### src/rtl/mem_bus_arbiter_pkg.sv
// Shared types and constants for the two-requester memory bus arbiter.
package mem_bus_arbiter_pkg;

    localparam int unsigned BUS_W = 8;
    localparam int unsigned CNT_W = 4;

    typedef enum logic [1:0] {
        ST_IDLE   = 2'd0,
        ST_SETUP  = 2'd1,
        ST_ACCESS = 2'd2,
        ST_DONE   = 2'd3
    } state_e;

    localparam logic CORE = 1'b0;
    localparam logic HOST = 1'b1;

    localparam logic [BUS_W-1:0] OE_ON  = '1;
    localparam logic [BUS_W-1:0] OE_OFF = '0;

    // Request payload latched at grant time.
    typedef struct packed {
        logic             we;
        logic [BUS_W-1:0] addr;
        logic [BUS_W-1:0] wdata;
    } xfer_t;

endpackage

### src/rtl/mem_bus_arbiter_if.sv
// Requester, memory-side and status signals of the memory bus arbiter.
interface mem_bus_arbiter_if;
    import mem_bus_arbiter_pkg::*;

    logic             ena;
    logic             c_req;
    logic             c_we;
    logic [BUS_W-1:0] c_addr;
    logic [BUS_W-1:0] c_wdata;
    logic             c_ack;
    logic [BUS_W-1:0] c_rdata;
    logic             h_req;
    logic             h_we;
    logic [BUS_W-1:0] h_addr;
    logic [BUS_W-1:0] h_wdata;
    logic             h_ack;
    logic [BUS_W-1:0] h_rdata;
    logic [BUS_W-1:0] mem_addr;
    logic [BUS_W-1:0] mem_wdata;
    logic [BUS_W-1:0] mem_rdata;
    logic [BUS_W-1:0] mem_oe;
    logic             busy;
    logic             gnt_id;

    modport slave (
        input  ena, c_req, c_we, c_addr, c_wdata, h_req, h_we, h_addr, h_wdata, mem_rdata,
        output c_ack, c_rdata, h_ack, h_rdata, mem_addr, mem_wdata, mem_oe, busy, gnt_id
    );

    modport master (
        output ena, c_req, c_we, c_addr, c_wdata, h_req, h_we, h_addr, h_wdata, mem_rdata,
        input  c_ack, c_rdata, h_ack, h_rdata, mem_addr, mem_wdata, mem_oe, busy, gnt_id
    );

endinterface

### src/rtl/mem_bus_arbiter_rr_arbiter2.sv
// Two-way round-robin pick: on contention the requester not granted last wins.
module rr_arbiter2
    import mem_bus_arbiter_pkg::*;
(
    input  logic req_core,
    input  logic req_host,
    input  logic last_gnt,
    output logic winner_c
);

    always_comb begin
        winner_c = CORE;
        if (req_core && req_host) begin
            winner_c = ~last_gnt;
        end else if (req_host) begin
            winner_c = HOST;
        end
    end

endmodule

### src/rtl/mem_bus_arbiter.sv
// Arbitrates core and host requests onto one external memory bus,
// one transaction at a time: IDLE -> SETUP -> ACCESS x WAIT_CYCLES -> DONE.
module mem_bus_arbiter
    import mem_bus_arbiter_pkg::*;
#(
    parameter int unsigned WAIT_CYCLES = 1
) (
    input logic              clk,
    input logic              rst_n,
    mem_bus_arbiter_if.slave bus
);

    localparam logic [CNT_W-1:0] WAIT_LOAD = CNT_W'(WAIT_CYCLES);

    state_e           state_q, state_d;
    logic [CNT_W-1:0] cnt_q, cnt_d;
    logic             last_q, last_d;
    logic             gnt_q, gnt_d;
    xfer_t            xfer_q, xfer_d;
    logic             c_ack_q, c_ack_d;
    logic             h_ack_q, h_ack_d;
    logic [BUS_W-1:0] c_rdata_q, c_rdata_d;
    logic [BUS_W-1:0] h_rdata_q, h_rdata_d;
    logic [BUS_W-1:0] mem_oe_q, mem_oe_d;
    logic             busy_q, busy_d;
    logic             winner_c;

    rr_arbiter2 u_rr (
        .req_core (bus.c_req),
        .req_host (bus.h_req),
        .last_gnt (last_q),
        .winner_c (winner_c)
    );

    // Next state, latched request and registered outputs derived from the next state.
    always_comb begin
        state_d   = state_q;
        cnt_d     = cnt_q;
        last_d    = last_q;
        gnt_d     = gnt_q;
        xfer_d    = xfer_q;
        c_rdata_d = c_rdata_q;
        h_rdata_d = h_rdata_q;
        c_ack_d   = 1'b0;
        h_ack_d   = 1'b0;

        case (state_q)
            ST_IDLE: begin
                if (bus.ena && (bus.c_req || bus.h_req)) begin
                    gnt_d   = winner_c;
                    last_d  = winner_c;
                    xfer_d  = (winner_c == HOST)
                            ? '{we: bus.h_we, addr: bus.h_addr, wdata: bus.h_wdata}
                            : '{we: bus.c_we, addr: bus.c_addr, wdata: bus.c_wdata};
                    state_d = ST_SETUP;
                end
            end
            ST_SETUP: begin
                cnt_d   = WAIT_LOAD;
                state_d = ST_ACCESS;
            end
            ST_ACCESS: begin
                // Exit at one rather than zero so the counter never wraps.
                if (cnt_q <= CNT_W'(1)) begin
                    state_d = ST_DONE;
                    if (!xfer_q.we) begin
                        if (gnt_q == HOST) begin
                            h_rdata_d = bus.mem_rdata;
                        end else begin
                            c_rdata_d = bus.mem_rdata;
                        end
                    end
                end else begin
                    cnt_d = cnt_q - CNT_W'(1);
                end
            end
            ST_DONE: begin
                state_d = ST_IDLE;
            end
            default: begin
                state_d = ST_IDLE;
            end
        endcase

        busy_d   = (state_d != ST_IDLE);
        mem_oe_d = (((state_d == ST_SETUP) || (state_d == ST_ACCESS)) && xfer_d.we) ? OE_ON : OE_OFF;
        if (state_d == ST_DONE) begin
            c_ack_d = (gnt_d == CORE);
            h_ack_d = (gnt_d == HOST);
        end
    end

    // Reset leaves the pointer on HOST so the first contended grant goes to core.
    always_ff @(posedge clk or negedge rst_n) begin
        if (!rst_n) begin
            state_q   <= ST_IDLE;
            cnt_q     <= '0;
            last_q    <= HOST;
            gnt_q     <= CORE;
            xfer_q    <= '0;
            c_ack_q   <= 1'b0;
            h_ack_q   <= 1'b0;
            c_rdata_q <= '0;
            h_rdata_q <= '0;
            mem_oe_q  <= OE_OFF;
            busy_q    <= 1'b0;
        end else begin
            state_q   <= state_d;
            cnt_q     <= cnt_d;
            last_q    <= last_d;
            gnt_q     <= gnt_d;
            xfer_q    <= xfer_d;
            c_ack_q   <= c_ack_d;
            h_ack_q   <= h_ack_d;
            c_rdata_q <= c_rdata_d;
            h_rdata_q <= h_rdata_d;
            mem_oe_q  <= mem_oe_d;
            busy_q    <= busy_d;
        end
    end

    assign bus.c_ack     = c_ack_q;
    assign bus.h_ack     = h_ack_q;
    assign bus.c_rdata   = c_rdata_q;
    assign bus.h_rdata   = h_rdata_q;
    assign bus.mem_addr  = xfer_q.addr;
    assign bus.mem_wdata = xfer_q.wdata;
    assign bus.mem_oe    = mem_oe_q;
    assign bus.busy      = busy_q;
    assign bus.gnt_id    = gnt_q;

endmodule

### src/flat_wrapper.sv
// flat-port wrapper written by rule: the top's interface ports become plain ports
module mem_bus_arbiter_flat import mem_bus_arbiter_pkg::*;
#(
    parameter int unsigned WAIT_CYCLES = 1
)
  (clk, rst_n, bus_ena, bus_c_req, bus_c_we, bus_c_addr, bus_c_wdata, bus_h_req, bus_h_we, bus_h_addr, bus_h_wdata, bus_mem_rdata, bus_c_ack, bus_c_rdata, bus_h_ack, bus_h_rdata, bus_mem_addr, bus_mem_wdata, bus_mem_oe, bus_busy, bus_gnt_id);
  mem_bus_arbiter_if bus_i ();
  input logic clk;
  input logic rst_n;
  input wire logic [$bits(bus_i.ena)-1:0] bus_ena;
  input wire logic [$bits(bus_i.c_req)-1:0] bus_c_req;
  input wire logic [$bits(bus_i.c_we)-1:0] bus_c_we;
  input wire logic [$bits(bus_i.c_addr)-1:0] bus_c_addr;
  input wire logic [$bits(bus_i.c_wdata)-1:0] bus_c_wdata;
  input wire logic [$bits(bus_i.h_req)-1:0] bus_h_req;
  input wire logic [$bits(bus_i.h_we)-1:0] bus_h_we;
  input wire logic [$bits(bus_i.h_addr)-1:0] bus_h_addr;
  input wire logic [$bits(bus_i.h_wdata)-1:0] bus_h_wdata;
  input wire logic [$bits(bus_i.mem_rdata)-1:0] bus_mem_rdata;
  output wire logic [$bits(bus_i.c_ack)-1:0] bus_c_ack;
  output wire logic [$bits(bus_i.c_rdata)-1:0] bus_c_rdata;
  output wire logic [$bits(bus_i.h_ack)-1:0] bus_h_ack;
  output wire logic [$bits(bus_i.h_rdata)-1:0] bus_h_rdata;
  output wire logic [$bits(bus_i.mem_addr)-1:0] bus_mem_addr;
  output wire logic [$bits(bus_i.mem_wdata)-1:0] bus_mem_wdata;
  output wire logic [$bits(bus_i.mem_oe)-1:0] bus_mem_oe;
  output wire logic [$bits(bus_i.busy)-1:0] bus_busy;
  output wire logic [$bits(bus_i.gnt_id)-1:0] bus_gnt_id;
  assign bus_i.ena = bus_ena;
  assign bus_i.c_req = bus_c_req;
  assign bus_i.c_we = bus_c_we;
  assign bus_i.c_addr = bus_c_addr;
  assign bus_i.c_wdata = bus_c_wdata;
  assign bus_i.h_req = bus_h_req;
  assign bus_i.h_we = bus_h_we;
  assign bus_i.h_addr = bus_h_addr;
  assign bus_i.h_wdata = bus_h_wdata;
  assign bus_i.mem_rdata = bus_mem_rdata;
  assign bus_c_ack = bus_i.c_ack;
  assign bus_c_rdata = bus_i.c_rdata;
  assign bus_h_ack = bus_i.h_ack;
  assign bus_h_rdata = bus_i.h_rdata;
  assign bus_mem_addr = bus_i.mem_addr;
  assign bus_mem_wdata = bus_i.mem_wdata;
  assign bus_mem_oe = bus_i.mem_oe;
  assign bus_busy = bus_i.busy;
  assign bus_gnt_id = bus_i.gnt_id;
  mem_bus_arbiter #(.WAIT_CYCLES(WAIT_CYCLES)) u_core (.clk(clk), .rst_n(rst_n), .bus(bus_i));
endmodule
### config.mk
export PLATFORM = sky130hd
export DESIGN_NAME = mem_bus_arbiter_flat
export DESIGN_NICKNAME = d
export VERILOG_FILES = /design/src/rtl/mem_bus_arbiter_pkg.sv /design/src/rtl/mem_bus_arbiter_if.sv /design/src/rtl/mem_bus_arbiter_rr_arbiter2.sv /design/src/rtl/mem_bus_arbiter.sv /design/src/flat_wrapper.sv
export SDC_FILE = /design/constraint.sdc
export NUM_CORES = 1
export LEC_CHECK = 0
export ABC_CLOCK_PERIOD_IN_PS = 2500
export CAP_MARGIN = 40
export CORE_MARGIN = 2
export CORE_UTILIZATION = 45
export CTS_BUF_LIST = sky130_fd_sc_hd__clkbuf_8
export DETAILED_ROUTE_END_ITERATION = 8
export PLACE_DENSITY_LB_ADDON = 0.1
export SLEW_MARGIN = 20
export SYNTH_ARGS = -nofsm -noshare
export SYNTH_HDL_FRONTEND = slang
export SYNTH_SLANG_ARGS = --single-unit
### constraint.sdc
create_clock -name clk -period 2.5 [get_ports clk]
set_input_delay 0.5 -clock clk [delete_from_list [all_inputs] [get_ports clk]]
set_output_delay 0.5 -clock clk [all_outputs]
set_load 0.05 [all_outputs]
Word-level counts from Yosys, hierarchy flattened. Index checks and enable logic that the tools add are counted.

Latch bits: 0. Memories: 0. Bits in read-only memories: 0. Input port bits: 47. RAM bits: 0. Flip-flop bits (word level): 52.

Reduce and logical (&&, ||, !) cells: 12. Multiply operators: 0. Mux-type cells: 15. Div/mod/pow operators: 0. Eq/ne operators: 7. Add/sub/neg operators: 1. Magnitude comparators: 1. Bitwise operators: 4. Shift operators: 0.

Operator list (number): 17-bit 2-to-1 mux (3); 2-bit equality test, second input constant (4); 8-bit 2-to-1 mux (1); 2-bit one-hot mux with 4 select lines (1); 4-bit one-hot mux with 2 select lines (1); 4-bit AND reduction (2); 1-bit 2-to-1 mux (6); 2-bit by 1-bit equality test with 1-bit output, second input constant (2); 4-bit by 1-bit <= comparator with 1-bit output, second input constant (1); 2-bit 2-to-1 mux (2); 4-bit 2-to-1 mux (1); 1-bit NOT (4); 2-bit AND reduction (2); 2-bit nonzero test (2); 4-bit by 1-bit subtractor with 4-bit output, second input constant (1); 1-bit logical AND (3); 2-bit logical NOT (1); 1-bit logical OR (2); 2-bit inequality test, second input constant (1).

Depth between registers and ports, before layout.
Word-level depth: 8. Depth in mapped cells: 8.

Modules after synthesis. From an unflattened synthesis, not the netlist that was laid out.

Cell total of the unflattened synthesis: 191. Area, all modules: 2292.2 um^2.

By module, submodules not included: mem_bus_arbiter (seq. area each 1127.3 um^2, area each 2280.9 um^2, instances 1, cells each 190); rr_arbiter2 (seq. area each 0.0 um^2, area each 11.3 um^2, instances 1, cells each 1).

Least setup slack after synthesis. No wires, ideal clock.

Path kind: register to register. Start: register u_core.state_q[0]. End: register u_core.h_rdata_q[0], in the netlist u_core.bus.h_rdata[0]. Path slack: 676 ps. Period minus slack after synthesis: 1824 ps. Arrival time: 1699 ps. Setup time: 125 ps. Buffers on the path: 1. Stages on the path, launching flop included: 7. Cell sequence: dfrtp_1 -> inv_1 -> ha_1 -> nand2b_1 -> or4_4 -> buf_6 -> mux2_4.

Cells in the longest elaborated chain, start to end: 2.

Ends and longest elaborated chain: start, declared (line mem_bus_arbiter.sv:15) `state_e state_q, state_d;`; start signal, assigned (line mem_bus_arbiter.sv:108) `state_q <= state_d;`; 2-bit equality test (line mem_bus_arbiter.sv:47) `case (state_q)`; 4-bit AND reduction (no source line); end signal, assigned (line mem_bus_arbiter.sv:116) `h_rdata_q <= h_rdata_d;`; end, declared (line mem_bus_arbiter.sv:23) `logic [BUS_W-1:0] h_rdata_q, h_rdata_d;`.

Every way passes these cells. A chain may end at the register's enable or synchronous reset.

Worst setup path in the final report.
Start: register u_core.mem_oe_q[6], in the netlist u_core.bus.mem_oe[6]. End: output bus_mem_oe[6].

RTL lines: start, declared (line mem_bus_arbiter.sv:24) `logic [BUS_W-1:0] mem_oe_q, mem_oe_d;`; start signal, assigned (line mem_bus_arbiter.sv:117) `mem_oe_q <= mem_oe_d;`; end, declared (line flat_wrapper.sv:26) `output wire logic [$bits(bus_i.mem_oe)-1:0] bus_mem_oe;`.

No word-level cell between the ends.

==> impl_metrics.csv <==
group,metric,value,unit
synthesis,async_reset_ff_frac,1.00,
setup_path,critPathLaunchType,"register",
synthesis,syn_area_per_cell,10.8,sq um
worst_hold_path,hold_path_class,"primary input to asynchronous set/reset pin",
routing,drt_pass1_iterations,4,
sta,slew_headroom,0.624,
status,status,"completed",
setup_path,crit_slowest_cell,"clkdlybuf4s50_1",
synthesis,yosys.area_share.xor_xnor,0,
routing,post_drt_wl_per_cell,13.6,um
setup_path,critPathKind,"register to output pin",
setup_path,timing.critical_path.max_delay_family,"buffers and inverters",
synthesis,synth_edf_count,0,
grt,grt_max_degree,46,
synthesis,syn_inst,211,
sta,rsz0062_at_grt,"no",
die,die_w,75.1,um
setup_path,path_max_fanout,8,
final_layout,num-nets-final,334,
final_layout,drive_gt1_frac,0.129,
synthesis,synth_top_area_frac,0.484,
sta,tightest_slew,564,ps
synthesis,synth_cell_type_count,32,
place,dpl.hpwl,3400,um
die,initial_core_util,0.475,
clock_network,cts.reportedPaths.clkPinSlew,80,ps
sta,fin_crit_sh,0.854,
clock_network,htree_levels,2,
synthesis,synthFlopType,"dfrtp_1",
synthesis,synth_fa_ha_area_frac,0.0440,
synthesis,syn_nets,266,
final_layout,fillers,395,
grt,grt_usage,0.185,
synthesis,synth_top_family_by_area,"compound AO/OA/AOI/OAI gates",
clock_network,worstSkewPairLatency,300,ps
clock_network,cts_buffers,5,
sta,finalClockSkew,6.21,ps
power,pwr-share-comb,0.637,
power,finalPower,0.00481,W
place,numPortBuffers,90,
final_layout,multiInputGateArea,888,sq um
place,gp_congestion,0.771,
sta,maxSlewViolCount,0,
clock_network,cts-resized-gates,0,
die,core,0.00479,sq mm
clock_network,clock-sinks,45,
synthesis,yosys.area_share.simple,0.118,
die,rows,25,
setup_path,cp.buffers_inverters,1,
sta,tns,0,ps
routing,finalWirelength,4710,um
place,post-place-ws,458,ps
power,power_leakage,1.40,nW
sta,clock.fmax,468,MHz
sta,worst_slack,364,ps
clock_network,hold_buffers,0,
clock_network,post_cts_buffers,0,
synthesis,synthMuxAreaShare,0.111,
final_layout,area_growth,37.9,%
final_layout,regArea,0.00113,sq mm
clock_network,clk_path_buf_depth,2,
flow_run,drv_cap,0,
die,ios,91,
synthesis,netlist_top_cells_area,"dfrtp_1 (48%), mux2_4 (11%), buf_4 (7.6%)",
synthesis,syn-cell-area,0.00227,sq mm
synthesis,synth-compound-area-share,0.118,
sta,hold_viol,0,
power,max-vdd-ir-drop,0.713,mV
synthesis,ys_ff_latch,45,
power,netSwitchingPower,0.00235,W
clock_network,cts_tree,"done",
sta,finalSetupViolCount,0,
power,powerDensity,1540,mW/mm^2
power,seqPwrFrac,0.274,
routing,ant_nets,0,
grt,antenna_found_initial,0,
sta,period_minus_slack,2140,ps
setup_path,end_kind,"output pin",
die,fp.dieH,75.1,um
setup_path,crit_arrival,1640,ps
routing,post-route-drc-count,0,
setup_path,cp_cell_sequence,"clkdlybuf4s50_1",
grt,grt_pass1_vias,1605,
power,switching_share,0.487,
grt,grt-ovfl-total,0,
clock_network,root_buffer,"clkbuf_8",
synthesis,yosysMostFrequentCell,"dfrtp_1",
routing,drt_iter0_drc,87,
routing,route.vias.total,1679,
setup_path,required,2000,ps
grt,grt_pass1_wl,7760,um
synthesis,yosys_warnings,0,
setup_path,slowest_delay,860,ps
die,die_area,0.00564,sq mm
routing,viasPerCell,4.84,
synthesis,synthTopCellsByCount,"dfrtp_1 (44), nand2_1 (36), buf_4 (23)",
power,power.internal,0.00247,W
power,pwr-share-clk,0.089,
final_layout,antennaDiodeCount,0,
synthesis,synth_top_area_cell,"dfrtp_1",
synthesis,yosysSeqAreaShare,0.496,
[metrics by stage]
| stage | util | instances | area, sq um | hold slack (ps) |
|---|---|---|---|---|
| global placement | 0.638 | 339 | 3050 | 490 |
| CTS | 0.655 | 347 | 3130 | 299 |
| global route | 0.655 | 347 | 3130 | 338 |
| finish | 0.655 | 347 | 3130 | 282 |
| floorplan | - | 211 | 2270 | 204 |
| detailed placement | 0.638 | 339 | 3050 | 492 |
[registers in the layout, summed over array words and instances, names as in the netlist]
signal	count
u_core.bus.gnt_id	1
u_core.bus.h_ack	1
u_core.xfer_q	1
u_core.bus.c_rdata	8
u_core.bus.busy	1
u_core.bus.mem_oe	1
u_core.bus.c_ack	1
u_core.state_q	2
u_core.bus.h_rdata	8
u_core.bus.mem_addr	8
u_core.bus.mem_wdata	8
u_core.cnt_q	4
u_core.last_q	1
[cell usage in the layout, fill, tap and decap left out, types with 2 or more instances in the layout]
cell             netlist  layout
clkdlybuf4s50_1        0      89
buf_4                 23       3
dfrtp_1               44      44
o21ai_0                5       5
or4_4                  2       2
nand2_1               36      36
o22ai_1                2       2
nand3_1                2       2
clkbuf_8               0       5
mux2_4                16      16
nor2_1                18      18
o211a_1                2       2
clkinv_2               0       2
inv_1                  9      10
ha_1                   8       8
a31oi_1               19      19
[final cells by class]
cell class	count	area share
Sequential cell	45	0.360
Timing Repair Buffer	93	0.293
Multi-Input combinational cell	125	0.283
Tap cell	67	0.0267
Clock buffer	5	0.0220
Inverter	9	0.0108
Clock inverter	3	0.00439
[worst register-to-register path: stages (launching register included)]
cell and delay, ps:
dfrtp_1 420, inv_1 110, ha_1 320, nand2b_1 130
or4_4 550, mux2_4 340
[per-layer routing]
layer	global-route usage	vias to the layer above	routed length, um
met5	0	-	0
met3	0.0589	7	376
met1	0.242	777	2030
met2	0.288	64	2230
met4	0.0655	0	77
li1	-	831	-
[path summary, 6_finish.rpt]
check,slack [ps],from,cells after the start,end
setup / recovery,360,u_core.bus.mem_oe[6],1,bus_mem_oe[6]
hold reg to reg,510,u_core.bus.c_rdata[7],1,u_core.bus.c_rdata[7]
max in group asynchronous,1840,rst_n,2,u_core.bus.mem_addr[7]
setup reg to reg,530,u_core.state_q[0],5,u_core.bus.h_rdata[2]
hold / removal,280,rst_n,2,u_core.cnt_q[0]
min in group clk,510,u_core.bus.c_rdata[7],1,u_core.bus.c_rdata[7]
[kinds of logic after synthesis]
family	after synthesis
compound gates	37
simple gates	63
mux	17
buf+inv	41
flops	45
fa+ha+maj	8
[power groups by stage]
stage	Combinational (W)	Clock [W]	Sequential [W]
floorplan	0.00183	0	0.00187
global placement	0.00305	0	0.00132
detailed placement	0.00309	0	0.00133
CTS	0.00310	0.000443	0.00132
global route	0.00328	0.000467	0.00137
finish	0.00307	0.000430	0.00132
Note: power is estimated with default switching activity, not from simulation.
